$ cat src/rtl/triangle_classifier_pkg.sv
// triangle_classifier_pkg: register map, bit indices and the shared classify helpers.
package triangle_classifier_pkg;
  localparam logic [2:0] ADDR_A      = 3'd0;
  localparam logic [2:0] ADDR_B      = 3'd1;
  localparam logic [2:0] ADDR_C      = 3'd2;
  localparam logic [2:0] ADDR_CTRL   = 3'd3;
  localparam logic [2:0] ADDR_STATUS = 3'd4;
  localparam logic [2:0] ADDR_RESULT = 3'd5;
  localparam logic [2:0] ADDR_COUNT  = 3'd6;
  localparam logic [2:0] ADDR_RSVD   = 3'd7;
  localparam int CTRL_START  = 0;
  localparam int CTRL_IRQ_EN = 1;
  localparam int ST_BUSY = 0;
  localparam int ST_DONE = 1;
  localparam int ST_ERR  = 2;
  localparam int RES_VALID = 0;
  localparam int RES_EQU   = 1;
  localparam int RES_ISO   = 2;
  localparam int RES_SCA   = 3;
  localparam int RES_DEG   = 4;
  localparam int RES_W     = 5;
  // Widest side is 32 bits, so 33-bit sums can never overflow.
  localparam int SUM_W = 33;
  localparam logic [31:0] RSVD_READ = 32'hFFFF_FFFF;
  typedef struct packed {
    logic gt_ab_c;
    logic gt_ac_b;
    logic gt_bc_a;
    logic eq_ab_c;
    logic eq_ac_b;
    logic eq_bc_a;
    logic nz;
    logic eq_ab;
    logic eq_bc;
    logic eq_ac;
  } tri_cmp_t;
  function automatic tri_cmp_t tri_compare(input logic [SUM_W-1:0] sab, sac, sbc, a, b, c);
    tri_cmp_t t;
    t.gt_ab_c = sab > c;
    t.gt_ac_b = sac > b;
    t.gt_bc_a = sbc > a;
    t.eq_ab_c = sab == c;
    t.eq_ac_b = sac == b;
    t.eq_bc_a = sbc == a;
    t.nz      = (a != '0) && (b != '0) && (c != '0);
    t.eq_ab   = a == b;
    t.eq_bc   = b == c;
    t.eq_ac   = a == c;
    return t;
  endfunction
  function automatic logic [RES_W-1:0] tri_classify(input tri_cmp_t t);
    logic [RES_W-1:0] r;
    logic v;
    v = t.gt_ab_c & t.gt_ac_b & t.gt_bc_a;
    r = '0;
    r[RES_VALID] = v;
    r[RES_EQU]   = v & t.eq_ab & t.eq_bc;
    r[RES_ISO]   = v & !(t.eq_ab & t.eq_bc) & (t.eq_ab | t.eq_bc | t.eq_ac);
    r[RES_SCA]   = v & !t.eq_ab & !t.eq_bc & !t.eq_ac;
    r[RES_DEG]   = !v & (t.eq_ab_c | t.eq_ac_b | t.eq_bc_a) & t.nz;
    return r;
  endfunction
endpackage

$ cat src/rtl/triangle_classifier_core.sv
// tri_classify_core: snapshots three sides on i_start and returns the class with a one-cycle o_valid pulse.
module tri_classify_core
  import triangle_classifier_pkg::*;
#(
  parameter int DATA_W   = 32,
  parameter int PIPELINE = 0
) (
  input  logic              clk,
  input  logic              reset_n,
  input  logic              i_start,
  input  logic [DATA_W-1:0] i_a,
  input  logic [DATA_W-1:0] i_b,
  input  logic [DATA_W-1:0] i_c,
  output logic              o_valid,
  output logic [RES_W-1:0]  o_result
);
  logic [DATA_W-1:0] r_a, r_b, r_c;
  logic r_v0;
  logic [SUM_W-1:0] w_a, w_b, w_c, w_sab, w_sac, w_sbc;
  always_ff @(posedge clk or negedge reset_n) begin
    if (!reset_n) begin
      r_a  <= '0;
      r_b  <= '0;
      r_c  <= '0;
      r_v0 <= 1'b0;
    end else begin
      r_v0 <= i_start;
      if (i_start) begin
        r_a <= i_a;
        r_b <= i_b;
        r_c <= i_c;
      end
    end
  end
  assign w_a   = SUM_W'(r_a);
  assign w_b   = SUM_W'(r_b);
  assign w_c   = SUM_W'(r_c);
  assign w_sab = w_a + w_b;
  assign w_sac = w_a + w_c;
  assign w_sbc = w_b + w_c;
  generate
    if (PIPELINE == 0) begin : g_comb
      logic [RES_W-1:0] r_res;
      logic r_v;
      always_ff @(posedge clk or negedge reset_n) begin
        if (!reset_n) begin
          r_res <= '0;
          r_v   <= 1'b0;
        end else begin
          r_v <= r_v0;
          if (r_v0) r_res <= tri_classify(tri_compare(w_sab, w_sac, w_sbc, w_a, w_b, w_c));
        end
      end
      assign o_valid  = r_v;
      assign o_result = r_res;
    end else begin : g_pipe
      // Snapshot regs stay frozen while busy, so later stages may read them directly.
      logic [SUM_W-1:0] r_sab, r_sac, r_sbc;
      tri_cmp_t r_cmp;
      logic [RES_W-1:0] r_res;
      logic r_v1, r_v2, r_v3;
      always_ff @(posedge clk or negedge reset_n) begin
        if (!reset_n) begin
          r_sab <= '0;
          r_sac <= '0;
          r_sbc <= '0;
          r_cmp <= '0;
          r_res <= '0;
          r_v1  <= 1'b0;
          r_v2  <= 1'b0;
          r_v3  <= 1'b0;
        end else begin
          r_v1 <= r_v0;
          r_v2 <= r_v1;
          r_v3 <= r_v2;
          if (r_v0) begin
            r_sab <= w_sab;
            r_sac <= w_sac;
            r_sbc <= w_sbc;
          end
          if (r_v1) r_cmp <= tri_compare(r_sab, r_sac, r_sbc, w_a, w_b, w_c);
          if (r_v2) r_res <= tri_classify(r_cmp);
        end
      end
      assign o_valid  = r_v3;
      assign o_result = r_res;
    end
  endgenerate
endmodule

$ cat src/rtl/triangle_classifier.sv
// triangle_classifier: Avalon-MM register file, start/busy/done/err control, completion count and irq.
module triangle_classifier
  import triangle_classifier_pkg::*;
#(
  parameter int DATA_W   = 32,
  parameter int PIPELINE = 0
) (
  input  logic        clk,
  input  logic        reset_n,
  input  logic [2:0]  address,
  input  logic        read,
  input  logic        write,
  input  logic [31:0] writedata,
  output logic        waitrequest,
  output logic [31:0] readdata,
  output logic        irq
);
  logic [DATA_W-1:0] r_a, r_b, r_c;
  logic r_irq_en, r_busy, r_done, r_err;
  logic [RES_W-1:0] r_result;
  logic [31:0] r_count;
  logic w_start, w_go, w_st_wr, w_core_valid;
  logic [RES_W-1:0] w_core_result;
  logic [31:0] w_rd_mux;
  assign w_start = write && address == ADDR_CTRL && writedata[CTRL_START];
  assign w_go    = w_start && !r_busy;
  assign w_st_wr = write && address == ADDR_STATUS;
  always_ff @(posedge clk or negedge reset_n) begin
    if (!reset_n) begin
      r_a      <= '0;
      r_b      <= '0;
      r_c      <= '0;
      r_irq_en <= 1'b0;
      r_busy   <= 1'b0;
      r_done   <= 1'b0;
      r_err    <= 1'b0;
      r_result <= '0;
      r_count  <= '0;
    end else begin
      if (write && address == ADDR_A) r_a <= writedata[DATA_W-1:0];
      if (write && address == ADDR_B) r_b <= writedata[DATA_W-1:0];
      if (write && address == ADDR_C) r_c <= writedata[DATA_W-1:0];
      if (write && address == ADDR_CTRL) r_irq_en <= writedata[CTRL_IRQ_EN];
      r_busy <= w_go | (r_busy & !w_core_valid);
      // Setting events take priority over the W1C clear on the same edge.
      r_done <= w_core_valid | (r_done & !w_go & !(w_st_wr & writedata[ST_DONE]));
      r_err  <= (w_start & r_busy) | (r_err & !(w_st_wr & writedata[ST_ERR]));
      if (w_core_valid) begin
        r_result <= w_core_result;
        r_count  <= r_count + 32'd1;
      end
    end
  end
  tri_classify_core #(.DATA_W(DATA_W), .PIPELINE(PIPELINE)) u_core (
    .clk      (clk),
    .reset_n  (reset_n),
    .i_start  (w_go),
    .i_a      (r_a),
    .i_b      (r_b),
    .i_c      (r_c),
    .o_valid  (w_core_valid),
    .o_result (w_core_result)
  );
  always_comb begin
    w_rd_mux = '0;
    case (address)
      ADDR_A:      w_rd_mux = 32'(r_a);
      ADDR_B:      w_rd_mux = 32'(r_b);
      ADDR_C:      w_rd_mux = 32'(r_c);
      ADDR_CTRL:   w_rd_mux[CTRL_IRQ_EN] = r_irq_en;
      ADDR_STATUS: begin
        w_rd_mux[ST_BUSY] = r_busy;
        w_rd_mux[ST_DONE] = r_done;
        w_rd_mux[ST_ERR]  = r_err;
      end
      ADDR_RESULT: w_rd_mux[RES_W-1:0] = r_result;
      ADDR_COUNT:  w_rd_mux = r_count;
      default:     w_rd_mux = RSVD_READ;
    endcase
  end
  assign waitrequest = read && address == ADDR_RESULT && r_busy;
  assign readdata    = (read && !waitrequest) ? w_rd_mux : '0;
  assign irq         = r_done & r_irq_en;
endmodule

$ cat config.mk
export PLATFORM = sky130hd
export DESIGN_NAME = triangle_classifier
export DESIGN_NICKNAME = d
export VERILOG_FILES = /design/src/rtl/triangle_classifier_pkg.sv /design/src/rtl/triangle_classifier_core.sv /design/src/rtl/triangle_classifier.sv
export SDC_FILE = /design/constraint.sdc
export NUM_CORES = 1
export LEC_CHECK = 0
export ABC_AREA = 1
export CORE_MARGIN = 3
export CORE_UTILIZATION = 45
export DETAILED_ROUTE_END_ITERATION = 7
export DONT_BUFFER_PORTS = 1
export PLACE_DENSITY = 0.61
export SYNTH_ARGS = -nofsm -noshare
export SYNTH_HDL_FRONTEND = slang
export SYNTH_SLANG_ARGS = --single-unit
$ cat constraint.sdc
create_clock -name clk -period 3.3 [get_ports clk]
set_input_delay 0.66 -clock clk [delete_from_list [all_inputs] [get_ports clk]]
set_output_delay 0.66 -clock clk [all_outputs]
set_load 0.01 [all_outputs]
==> out/qor.txt <==
Wire per inst: 21.07 um
Failing checks: negative hold slack, negative setup slack
Worst hold slack: -0.1730 ns
Vias in the first global route: 17,912
Starting density of the core: 0.4609
GRT Residual Overflow: 0
Post-synth EDFFs: 0
Relative slew slack: 0.4825
Max Cap Viol: 0
Period utilisation layout: 1.076
Post-Route Utilization: 0.5926
Die area: 42,570 um2
Final setup violation count: 5
Post-synth net total: 2,656
Critical Path AT: 3.97 ns
Clock Tree Root: clkbuf_16
R2R cell count: 24
Sink Count: 240
Critical Path Most Common Cell: nand2_1
Unique masters post-synth: 56
Critical Path Sink Type: flop
Vias: 18,781
Antenna violations before repair: 0
Routability congestion estimate: 0.9742
Share of layout cells above drive strength 1: 0.2218
Leak: 10.87 nW
Final hold violations: 240
Status: finished, violations left
# nets final: 3,017
Crit path max-delay cell type: dfrtp_1
Area leader, netlist: dfrtp_1
Primary FF master, synth: dfrtp_1
H-tree levels: 1
Pin count of the biggest net entering global routing: 241
Sequential cell area fraction in the yosys report: 0.3325
Fraction of registers with async set/reset: 1.000
I/O pins: 73
CP Cell Sequence: buf_4 > ha_1 > nand2_1 > buf_4 > nor2_1 > a211oi_2 > o211ai_1 > buf_4 > buf_4 > xor2_1 > ha_1 > nand2_1 > nor2_1 > nand2_1 > nor2_1 > nand2_1 > nor2_1 > nand2_2 > nand3_2 > nor2_2 > nand2_2 > nor2_4 > nand3_1 > nand2_1
PwrDens: 589.7 nW/um2
# DRC: 0
Worst setup margin: -0.2513 ns
Setup_tns: -1.161 ns
Row cnt: 72
Final Skew: 0.01203 ns
Die span in x: 206.3 um
Final Critical Period: 3.551 ns
IO Port Bufs: 0
DP HPWL: 56,190 um
Clock slew at reported path FFs: 0.06 ns
Min-delay worst type: in2async
R2R setup slack: -0.25 ns
Core box area: 39,190 um2
Area delta synth->final: 28.58%
Post-Place Setup Slack: -0.5769 ns
Share of the synthesized area in the top cell type: 0.3325
First-pass detailed-route iteration total: 5
DRT Wirelength: 69,910 um
Worst r2r src: u_core.r_b[19]
Count leader, synth: nand2_1
Mean Syn Cell Area: 7.460 um2
Clock Path Buffers: 3
Skew-Pair Late Insertion Delay: 0.53 ns
Post-route ant nets: 0
Wire length of the first global-routing pass: 104,000 um
Max incr delay on CP: 0.39 ns
Worst Max-Slew Pin Slew: 0.7754 ns
Cell Area, Synth: 18,060 um2
Slew Limit Fails: 0
FILL cells: 3,599
Crit Path Max Fanout: 4
Total power: 13.69 mW
Tot GR Track Use: 0.3215
Startpoint types: flop
Vias per cell: 5.660
Synth cell count leaders: nand2_1 (577), inv_1 (276), o21ai_0 (245)
CP Capture Point: u_core.o_result[2]
TritonCTS Buffers: 25
CP startpoint: u_core.r_b[19]
Yosys reg bits: 240
CP required: 3.72 ns
Max Freq: 281.6 MHz
CP Class: reg2reg
DRT iter0 DRCs: 1,915
Synth Warn #: 0
Top post-synthesis cells by area: dfrtp_1 (33%), ha_1 (13%), nand2_1 (12%)
Mapped Cells: 2,421
RSZ-0062 raised after global routing: true
CTS tree: yes
Antenna Cells: 0
Worst r2r dst: u_core.o_result[2]
Die H: 206.3 um
VDD IR max: 0.4712 mV
[power by group]
| group | leakage, nW | internal, mW | switching, mW | total [mW] |
|---|---|---|---|---|
| Combinational | 7.68 | 3.15 | 3.83 | 6.98 |
| Sequential | 2.77 | 3.32 | 0.458 | 3.78 |
| Clock | 0.417 | 1.74 | 1.19 | 2.93 |
[layer usage]
| layer | share of wire | up-vias | GRT usage |
|---|---|---|---|
| li1 | - | 8918 | - |
| met1 | 0.46 | 8980 | 0.4784 |
| met2 | 0.44 | 795 | 0.5017 |
| met3 | 0.079 | 88 | 0.03670 |
| met4 | 0.026 | 0 | 0.07491 |
| met5 | 0 | - | 0 |
[state kept, by name (all words and copies together) (netlist names), 32 cells and up]
| signal | count |
|---|---|
| u_core.r_b | 32 |
| u_core.r_a | 32 |
| r_a | 32 |
| r_count | 32 |
| u_core.r_c | 32 |
| r_b | 32 |
| r_c | 32 |
[timing repair]
| item | in CTS | in global routing |
|---|---|---|
| gates resized for setup | 65 | 107 |
| endpoints found under the hold margin | 240 | 240 |
| pin swaps | 28 | 33 |
| buffers inserted | 9 | 11 |
| setup endpoints to repair | 5 | 5 |
[layout by cell type, fill, tap and decap left out, types with 7 or more instances in the layout]
cell type	netlist	layout
nand3_2	1	9
ha_4	0	29
nand4_1	42	42
xnor2_1	33	33
o21ai_2	4	9
inv_2	5	7
dfrtp_1	240	229
nor2_1	166	155
o21ai_1	22	15
a21o_1	17	17
nor2_2	3	12
dfrtp_2	0	11
ha_1	193	158
inv_1	276	274
buf_4	1	389
nand2_1	577	551
xor2_1	83	82
nor4_1	54	47
a22oi_1	8	8
a221oi_1	23	23
a21oi_1	183	153
nand3_1	56	48
clkbuf_16	0	25
nor3_1	24	22
a21oi_2	1	28
a31oi_1	25	22
o21ai_0	245	244
nor4_2	2	8
nand2_2	4	29
[worst min-delay path by stage]
| stage | end |
|---|---|
| after floorplan | r_a[0] |
| after global placement | r_a[30] |
| after detailed placement | r_b[30] |
| after CTS | r_b[30] |
| after global routing | r_count[27] |
| final | r_b[30] |
[cells by family (layout without fill, tap and decap cells)]
logic type                 Yosys count  count (layout)  share of synthesized area
adders and majority gates          196             196                     0.1370
DFF                                240             240                     0.3325
AOI/OAI and AO/OA                  573             573                     0.1768
and+or+nand+nor                    948             948                     0.2237
buffers and inverters              348             727                    0.07365
xor gates and xnor gates           116             116                    0.05626
[through the flow]
step / cell area, um2 / std cells / hold WS, ns
2_1_floorplan: 18070 / 2421 / 0.3644
3_3_place_gp: 21380 / 3253 / 0.3705
3_5_place_dp: 21380 / 3253 / 0.3705
4_1_cts: 22540 / 3307 / -0.1897
5_1_grt: 23220 / 3318 / -0.1933
6_report: 23220 / 3318 / -0.1730
[cell type report]
class	instances	area [um2]	area share
multi-input cells	1833	11570	0.4984
clock buffers	35	713.2	0.03071
repair buffers	397	3063	0.1319
clock inverters	10	135.1	0.005819
inverters	285	1070	0.04607
well taps	518	648.1	0.02791
flip-flops and latches	240	6020	0.2592
[worst max-delay path, delay by kind of cell, from the launching register on]
kind	cells	cell delay (ns)
buffers and inverters	4	0.62
AOI/OAI and AO/OA	2	0.44
xor gates and xnor gates	1	0.14
and+or+nand+nor	15	1.22
DFF	1	0.39
adders and majority gates	2	0.62
No activity file was read; power rests on OpenSTA's default activity.
